`src/rtl/concat_rdma_pkg.sv`:
```
// Shared Concat DMA constants: burst geometry, beat width, rd_req_pd field layout and FSM state type.
package concat_rdma_pkg;
  localparam int AXI_BURST_LEN      = 16;
  localparam int LOG2_AXI_BURST_LEN = 4;
  localparam int TOUT               = 4;
  localparam int LOG2_TOUT          = 2;
  localparam int MAX_DAT_DW         = 8;
  localparam int PIXEL_DATA_BYTES   = TOUT * MAX_DAT_DW / 8;
  localparam int LOG2_W             = 12;
  localparam int LOG2_CH            = 10;
  localparam int CH_W               = LOG2_CH - LOG2_TOUT;
  localparam int BURST_BYTES        = AXI_BURST_LEN * PIXEL_DATA_BYTES;

  // rd_req_pd = {base[31:0], length, offset[31:0]}; layout shared with the MCIF read arbiter
  localparam int RD_REQ_OFF_LSB  = 0;
  localparam int RD_REQ_LEN_LSB  = 32;
  localparam int RD_REQ_BASE_LSB = 32 + LOG2_AXI_BURST_LEN;
  localparam int RD_REQ_PD_W     = 64 + LOG2_AXI_BURST_LEN;

  typedef enum logic [1:0] {S_IDLE, S_RUN, S_DRAIN} state_t;

  function automatic logic [RD_REQ_PD_W-1:0] mk_rd_req_pd(
    input logic [31:0]                   base,
    input logic [LOG2_AXI_BURST_LEN-1:0] len,
    input logic [31:0]                   off
  );
    return {base, len, off};
  endfunction
endpackage

```
`src/rtl/concat_rdma_fifo.sv`:
```
// Synchronous first-word-fall-through FIFO; push while full is accepted only alongside a pop.
module concat_rdma_fifo #(
  parameter int DW    = 33,
  parameter int DEPTH = 64
)(
  input  logic                     clk,
  input  logic                     rst_n,
  input  logic                     wr_en,
  input  logic [DW-1:0]            din,
  input  logic                     rd_en,
  output logic [DW-1:0]            dout,
  output logic                     full,
  output logic                     empty,
  output logic [$clog2(DEPTH):0]   count
);
  localparam int AW = $clog2(DEPTH);
  localparam logic [AW:0] FULL_CNT = (AW+1)'(DEPTH);

  logic [DW-1:0] mem [DEPTH];
  logic [AW-1:0] wptr, rptr;
  logic          push, pop;

  assign empty = (count == '0);
  assign full  = (count == FULL_CNT);
  assign pop   = rd_en && !empty;
  assign push  = wr_en && (!full || pop);
  assign dout  = mem[rptr];

  always_ff @(posedge clk) begin
    if (push) mem[wptr] <= din;
  end

  always_ff @(posedge clk or negedge rst_n) begin
    if (!rst_n) begin
      wptr  <= '0;
      rptr  <= '0;
      count <= '0;
    end else begin
      if (push) wptr <= wptr + AW'(1);
      if (pop)  rptr <= rptr + AW'(1);
      case ({push, pop})
        2'b10:   count <= count + (AW+1)'(1);
        2'b01:   count <= count - (AW+1)'(1);
        default: count <= count;
      endcase
    end
  end
endmodule

```
`src/rtl/concat_rdma.sv`:
```
// Concat read DMA: credit-gated burst command generator, FWFT response buffer, in-order beat stream.
// Optional CONCAT_RDMA_PERF_EN adds a saturating stall counter output.
module concat_rdma
  import concat_rdma_pkg::*;
#(
  parameter int FIFO_DEPTH = 64,
  parameter int DW         = TOUT * MAX_DAT_DW
)(
  input  logic                   clk,
  input  logic                   rst_n,
  input  logic                   start,
  input  logic [LOG2_W-1:0]      w_in,
  input  logic [CH_W-1:0]        ch_div_Tout,
  input  logic [31:0]            feature_base_addr,
  input  logic [25:0]            feature_surface_stride,
  output logic                   rdma_done,
  output logic                   Concat2mcif_rd_req_vld,
  input  logic                   Concat2mcif_rd_req_rdy,
  output logic [RD_REQ_PD_W-1:0] Concat2mcif_rd_req_pd,
  input  logic                   mcif2Concat_rd_rsp_vld,
  input  logic [DW-1:0]          mcif2Concat_rd_rsp_pd,
  output logic                   mcif2Concat_rd_rsp_rdy,
  output logic                   dat_out_vld,
  output logic [DW-1:0]          dat_out_pd,
  output logic                   dat_out_last,
  input  logic                   dat_out_rdy
`ifdef CONCAT_RDMA_PERF_EN
  ,
  output logic [31:0]            perf_stall_cnt
`endif
);
  localparam int AW  = $clog2(FIFO_DEPTH);
  localparam int BL2 = LOG2_AXI_BURST_LEN;
  localparam logic [AW+1:0] DEPTH_LIM = (AW+2)'(FIFO_DEPTH);

  state_t              state;
  logic [LOG2_W-1:0]   w_cfg, burst_cnt, rsp_pix;
  logic [CH_W-1:0]     ch_cfg, surf_cnt, out_surf;
  logic [31:0]         base_cfg, burst_off, surf_off;
  logic [25:0]         stride_cfg;
  logic [AW:0]         outstanding, fifo_count;
  logic [AW+1:0]       reserved, need;
  logic [BL2-1:0]      cur_len;
  logic                last_burst, last_surf, credit_ok, start_acc;
  logic                req_hs, rsp_hs, out_hs;
  logic                fifo_full, fifo_empty;
  logic [DW:0]         fifo_dout;

  assign start_acc  = start && (state == S_IDLE);
  assign req_hs     = Concat2mcif_rd_req_vld && Concat2mcif_rd_req_rdy;
  assign rsp_hs     = mcif2Concat_rd_rsp_vld && mcif2Concat_rd_rsp_rdy;
  assign out_hs     = dat_out_vld && dat_out_rdy;
  assign last_burst = (burst_cnt == (w_cfg >> BL2));
  assign last_surf  = (surf_cnt == ch_cfg - CH_W'(1));
  assign cur_len    = last_burst ? w_cfg[BL2-1:0] : BL2'(AXI_BURST_LEN - 1);
  // Reserved space covers beats already buffered plus beats promised by issued commands.
  assign reserved   = (AW+2)'(outstanding) + (AW+2)'(fifo_count);
  assign need       = reserved + (AW+2)'(cur_len) + (AW+2)'(1);
  assign credit_ok  = (need <= DEPTH_LIM);

  // Stray beats in IDLE are not ours to take; this also holds rsp_rdy low through reset.
  assign mcif2Concat_rd_rsp_rdy = !fifo_full && (state != S_IDLE);
  assign dat_out_vld  = !fifo_empty;
  assign dat_out_pd   = dat_out_vld ? fifo_dout[DW-1:0] : '0;
  assign dat_out_last = dat_out_vld && fifo_dout[DW];

  always_ff @(posedge clk or negedge rst_n) begin
    if (!rst_n) begin
      state                  <= S_IDLE;
      w_cfg                  <= '0;
      ch_cfg                 <= '0;
      base_cfg               <= '0;
      stride_cfg             <= '0;
      burst_cnt              <= '0;
      surf_cnt               <= '0;
      burst_off              <= '0;
      surf_off               <= '0;
      Concat2mcif_rd_req_vld <= 1'b0;
      Concat2mcif_rd_req_pd  <= '0;
      rdma_done              <= 1'b0;
    end else begin
      rdma_done <= 1'b0;
      case (state)
        S_IDLE: if (start) begin
          w_cfg      <= w_in;
          ch_cfg     <= ch_div_Tout;
          base_cfg   <= feature_base_addr;
          stride_cfg <= feature_surface_stride;
          burst_cnt  <= '0;
          surf_cnt   <= '0;
          burst_off  <= '0;
          surf_off   <= '0;
          state      <= S_RUN;
        end
        S_RUN: begin
          if (Concat2mcif_rd_req_vld) begin
            if (Concat2mcif_rd_req_rdy) begin
              Concat2mcif_rd_req_vld <= 1'b0;
              if (last_burst) begin
                burst_cnt <= '0;
                burst_off <= '0;
                surf_cnt  <= surf_cnt + CH_W'(1);
                surf_off  <= surf_off + 32'(stride_cfg);
                if (last_surf) state <= S_DRAIN;
              end else begin
                burst_cnt <= burst_cnt + LOG2_W'(1);
                burst_off <= burst_off + 32'(BURST_BYTES);
              end
            end
          end else if (credit_ok) begin
            Concat2mcif_rd_req_vld <= 1'b1;
            Concat2mcif_rd_req_pd  <= mk_rd_req_pd(base_cfg, cur_len, burst_off + surf_off);
          end
        end
        S_DRAIN: if (out_hs && dat_out_last && out_surf == ch_cfg - CH_W'(1)) begin
          state     <= S_IDLE;
          rdma_done <= 1'b1;
        end
        default: state <= S_IDLE;
      endcase
    end
  end

  // Commands add their whole burst; each accepted beat moves one unit from outstanding to the FIFO.
  always_ff @(posedge clk or negedge rst_n) begin
    if (!rst_n) outstanding <= '0;
    else outstanding <= outstanding
                        + (req_hs ? (AW+1)'(cur_len) + (AW+1)'(1) : '0)
                        - (rsp_hs ? (AW+1)'(1) : '0);
  end

  always_ff @(posedge clk or negedge rst_n) begin
    if (!rst_n) begin
      rsp_pix  <= '0;
      out_surf <= '0;
    end else if (start_acc) begin
      rsp_pix  <= '0;
      out_surf <= '0;
    end else begin
      if (rsp_hs) rsp_pix <= (rsp_pix == w_cfg) ? '0 : rsp_pix + LOG2_W'(1);
      if (out_hs && dat_out_last) out_surf <= out_surf + CH_W'(1);
    end
  end

  concat_rdma_fifo #(.DW(DW + 1), .DEPTH(FIFO_DEPTH)) u_fifo (
    .clk   (clk),
    .rst_n (rst_n),
    .wr_en (rsp_hs),
    .din   ({rsp_pix == w_cfg, mcif2Concat_rd_rsp_pd}),
    .rd_en (dat_out_rdy),
    .dout  (fifo_dout),
    .full  (fifo_full),
    .empty (fifo_empty),
    .count (fifo_count)
  );

`ifdef CONCAT_RDMA_PERF_EN
  // With vld = !empty the two stall kinds are exclusive, so one increment per cycle suffices.
  always_ff @(posedge clk or negedge rst_n) begin
    if (!rst_n) perf_stall_cnt <= '0;
    else if (start_acc) perf_stall_cnt <= '0;
    else if ((state != S_IDLE) && (fifo_empty || !dat_out_rdy) && (perf_stall_cnt != 32'hFFFF_FFFF))
      perf_stall_cnt <= perf_stall_cnt + 32'd1;
  end
`endif
endmodule
```
`config.mk`:
```
export PLATFORM = sky130hd
export DESIGN_NAME = concat_rdma
export DESIGN_NICKNAME = d
export VERILOG_FILES = /design/src/rtl/concat_rdma_pkg.sv /design/src/rtl/concat_rdma_fifo.sv /design/src/rtl/concat_rdma.sv
export SDC_FILE = /design/constraint.sdc
export NUM_CORES = 2
export LEC_CHECK = 0
export CAP_MARGIN = 15
export CORE_ASPECT_RATIO = 0.7
export CORE_MARGIN = 1
export CORE_UTILIZATION = 54
export DETAILED_ROUTE_END_ITERATION = 8
export PLACE_DENSITY = 0.74
export SETUP_SLACK_MARGIN = 0.2
export SLEW_MARGIN = 20
export SYNTH_ARGS = -nofsm -noshare
export SYNTH_HDL_FRONTEND = slang
export SYNTH_SLANG_ARGS = --single-unit
```
`constraint.sdc`:
```
create_clock -name clk -period 4.6 [get_ports clk]
set_input_delay 1.15 -clock clk [delete_from_list [all_inputs] [get_ports clk]]
set_output_delay 1.15 -clock clk [all_outputs]
set_load 0.03 [all_outputs]
```
==> results.tsv <==
metric	value	unit
hold_viol	0	
cp_cell_sequence	buf_12 > buf_16 > buf_16 > buf_12 > mux4_2 > mux4_2 > mux4_2 > nor2b_1 > buf_4	
layout_commonest_cell	edfxtp_1	
placedInstanceArea	103000	sq um
crit_path_top_delay_cell	mux4_2	
coreArea	174000	sq um
clk_latency	0.85	ns
ys_seq_area_share	74.0	%
start_util	54.5	%
ys_seq_elements	2386	
ys.flop_type	edfxtp_1	
finalSetupTns	-15.59	ns
synth_warnings	0	
gp_congestion	0.869	
drv_slew	0	
synth_compound_area_share	1.31	%
die_x	503	um
cp.required	3.45	ns
start_kind	register	
crit_type	reg -> out	
hp-class	in -> async	
layout-drive-gt1-share	29.5	%
post-route-cell-area	112000	sq um
layout_setup_ws	-0.552	ns
syn_nets	4813	
synthMuxAreaShare	17.3	%
synth.distinct_cells	63	
wire_per_inst	34.9	um
dr_total_vias	51100	
peakVddDrop	0.589	mV
drt_iter0_drc	8182	
reg2reg_depth	20	
area_growth	17.5	%
dr.pass1.iters	7	
max_slew_margin	24.3	%
critPathMaxStageDelay	0.61	ns
synth_top_family_by_area	multiplexers	
synth_edf_count	2112	
io_pins	221	
viasPerCell	6.65	
worst_slew_pin_slew	1.14	ns
path_common_cell	mux4_2	
cap_violations	0	
grt_max_degree	100	
mostFrequentLayoutCells	edfxtp_1 (2112), mux4_2 (683), nand2_1 (341), dfrtp_1 (268), clkbuf_16 (223)	
antenna_found_initial	32	
netlist_area	94900	sq um
synth-simple-area-share	3.40	%
cellLeakagePower	37.6	nW
cts_buffers	205	
crit_arrival	4.00	ns
cts_tree	done	
io_buffers	220	
h-tree-depth	4	
clockBufferDepth	3	
path_clk_slew	0.07	ns
async_reset_ff_share	11.5	%
grt_pass1_wl	373000	um
cts-root-buf	clkbuf_16	
finalClockSkew	0.0352	ns
finalCritPeriodShare	112	%
grt_pass1_vias	50500	
end_kind	output port	
fin_crit	5.15	ns
die-area	177000	sq um
detailed_place_hpwl	148000	um
die_height	353	um
crit_fanout	7	
drtAntennaViolNets	0	
violations	negative setup slack	
grt_overflow	0	
layout.nets	5369	
fmax	194	MHz
fin_util	64.0	%
grt_setup_unrepaired	true	
outcome	complete, but fails checks	
num_rows	128	
syn_inst	4602	
wl	268000	um
synthAdderAreaFrac	1.31	%
syn_avg_cell_area	20.6	sq um
cts_num_sinks	2386	
grt_usage	30.1	%
synth_xor_area_share	1.52	%
drc	0	
pwr_density_cell	625	nW/um^2
finalSetupViolCount	39	
==> area by class of cell <==
class / count / area [sq um]
antenna: 15 / 37.5
fill: 11300 / 62700
clock inverter: 123 / 1040
clock buffer: 258 / 5510
sequential: 2386 / 70300
tap: 2340 / 2930
multi-input combinational: 1948 / 24500
timing repair buffer: 559 / 7000
inverter: 58 / 218
==> registers in the layout, indices dropped and copies added, names as in the netlist <==
signal and cells:
u_fifo.mem 2112, Concat2mcif_rd_req_pd 68, base_cfg 32, surf_off 32, burst_off 26, stride_cfg 26, burst_cnt 12, rsp_pix 12
w_cfg 12, ch_cfg 8, out_surf 8, surf_cnt 8, outstanding 7, u_fifo.count 7, u_fifo.rptr 6, u_fifo.wptr 6
state 2, Concat2mcif_rd_req_vld 1, rdma_done 1
==> per-layer routing <==
layer	vias to the layer above	share of wire [%]	GRT usage, %
li1	19900	-	-
met1	26900	38	44.0
met2	3807	46	44.8
met3	528	13	7.87
met4	6	3.4	9.72
met5	-	0.015	0
==> power breakdown <==
| part | total, mW | switching [mW] | internal [mW] |
|---|---|---|---|
| Clock | 17.3 | 7.95 | 9.34 |
| Sequential | 25.9 | 1.07 | 24.8 |
| Combinational | 26.5 | 13.5 | 13.0 |
| Total | 69.7 | 22.5 | 47.2 |
==> worst max-delay path, delay by kind of cell, from the launching register on <==
family | cells | cell delay [ns]
buf+inv | 5 | 0.79
flops | 1 | 0.45
mux | 3 | 1.68
simple gates | 1 | 0.20
==> through the flow <==
| step | std cells | worst slack (ns) | hold slack (ns) | power (mW) |
|---|---|---|---|---|
| floorplan | 4602 | 0.223 | 0.442 | 40.8 |
| global placement | 7207 | 0.136 | 0.453 | 48.9 |
| detailed placement | 7207 | 0.0611 | 0.460 | 49.3 |
| CTS | 7646 | -0.549 | 0.295 | 68.5 |
| global route | 7683 | -0.582 | 0.332 | 71.9 |
| finish | 7687 | -0.552 | 0.301 | 69.7 |
==> path summary, 6_finish.rpt <==
kind                                                  from                                    end  slack (ns)
worst max-delay path            u_fifo.rptr[0]$_DFFE_PN0P_                         dat_out_pd[12]       -0.55
worst min-delay path                                 rst_n              burst_cnt[11]$_DFFE_PN0P_        0.30
worst max register to register    burst_cnt[9]$_DFFE_PN0P_  Concat2mcif_rd_req_pd[48]$_DFFE_PN0P_       -0.01
worst min register to register     base_cfg[9]$_DFFE_PN0P_                base_cfg[9]$_DFFE_PN0P_        0.48
max in group asynchronous                            rst_n             u_fifo.rptr[0]$_DFFE_PN0P_        3.24
min in group clk                   base_cfg[9]$_DFFE_PN0P_                base_cfg[9]$_DFFE_PN0P_        0.48
==> cell usage after synthesis (4+ instances only) <==
| cell | number | area, sq um |
|---|---|---|
| edfxtp_1 | 2112 | 63400 |
| mux4_2 | 682 | 15400 |
| nand2_1 | 342 | 1280 |
| dfrtp_1 | 274 | 6860 |
| nor2_1 | 178 | 668 |
| clkbuf_1 | 134 | 503 |
| ha_1 | 88 | 1100 |
| xor2_1 | 87 | 762 |
| xnor2_1 | 78 | 683 |
| inv_1 | 58 | 218 |
| a21oi_1 | 55 | 275 |
| buf_2 | 52 | 260 |
| mux2_1 | 50 | 563 |
| nand3_1 | 43 | 215 |
| nor2b_1 | 41 | 257 |
| o21ai_0 | 34 | 170 |
| nand4_1 | 27 | 169 |
| o21ai_1 | 26 | 130 |
| a21o_1 | 23 | 173 |
| nor3_1 | 23 | 115 |
| buf_1 | 21 | 78.8 |
| and3_1 | 19 | 119 |
| a31oi_1 | 11 | 68.8 |
| mux2_2 | 11 | 124 |
| mux4_1 | 11 | 289 |
| o21bai_1 | 11 | 82.6 |
| or3_1 | 10 | 62.6 |
| a211oi_1 | 7 | 52.6 |
| fa_1 | 7 | 140 |
| nand2b_1 | 7 | 43.8 |
| nor4_1 | 7 | 43.8 |
| o31ai_1 | 7 | 52.6 |
| and4_1 | 6 | 52.6 |
| o21a_1 | 6 | 45.0 |
| nand3b_1 | 5 | 37.5 |
| nor4b_1 | 5 | 43.8 |
| mux2i_1 | 4 | 40.0 |
==> cells by family after synthesis <==
group	count (synthesis)
DFF	2386
muxes	758
and+or+nand+nor	728
buffers and inverters	268
AOI/OAI and AO/OA	202
xor gates and xnor gates	165
adders and majority gates	95
==> timing repair <==
item | CTS | global route
setup buffers | 39 | 10
gates cloned | 19 | 12
pin swaps | 15 | 7
hold buffers | 0 | 0
gates resized for setup | 138 | 62
setup endpoints to repair | 89 | 102
Note: power is estimated with default switching activity, not from simulation.
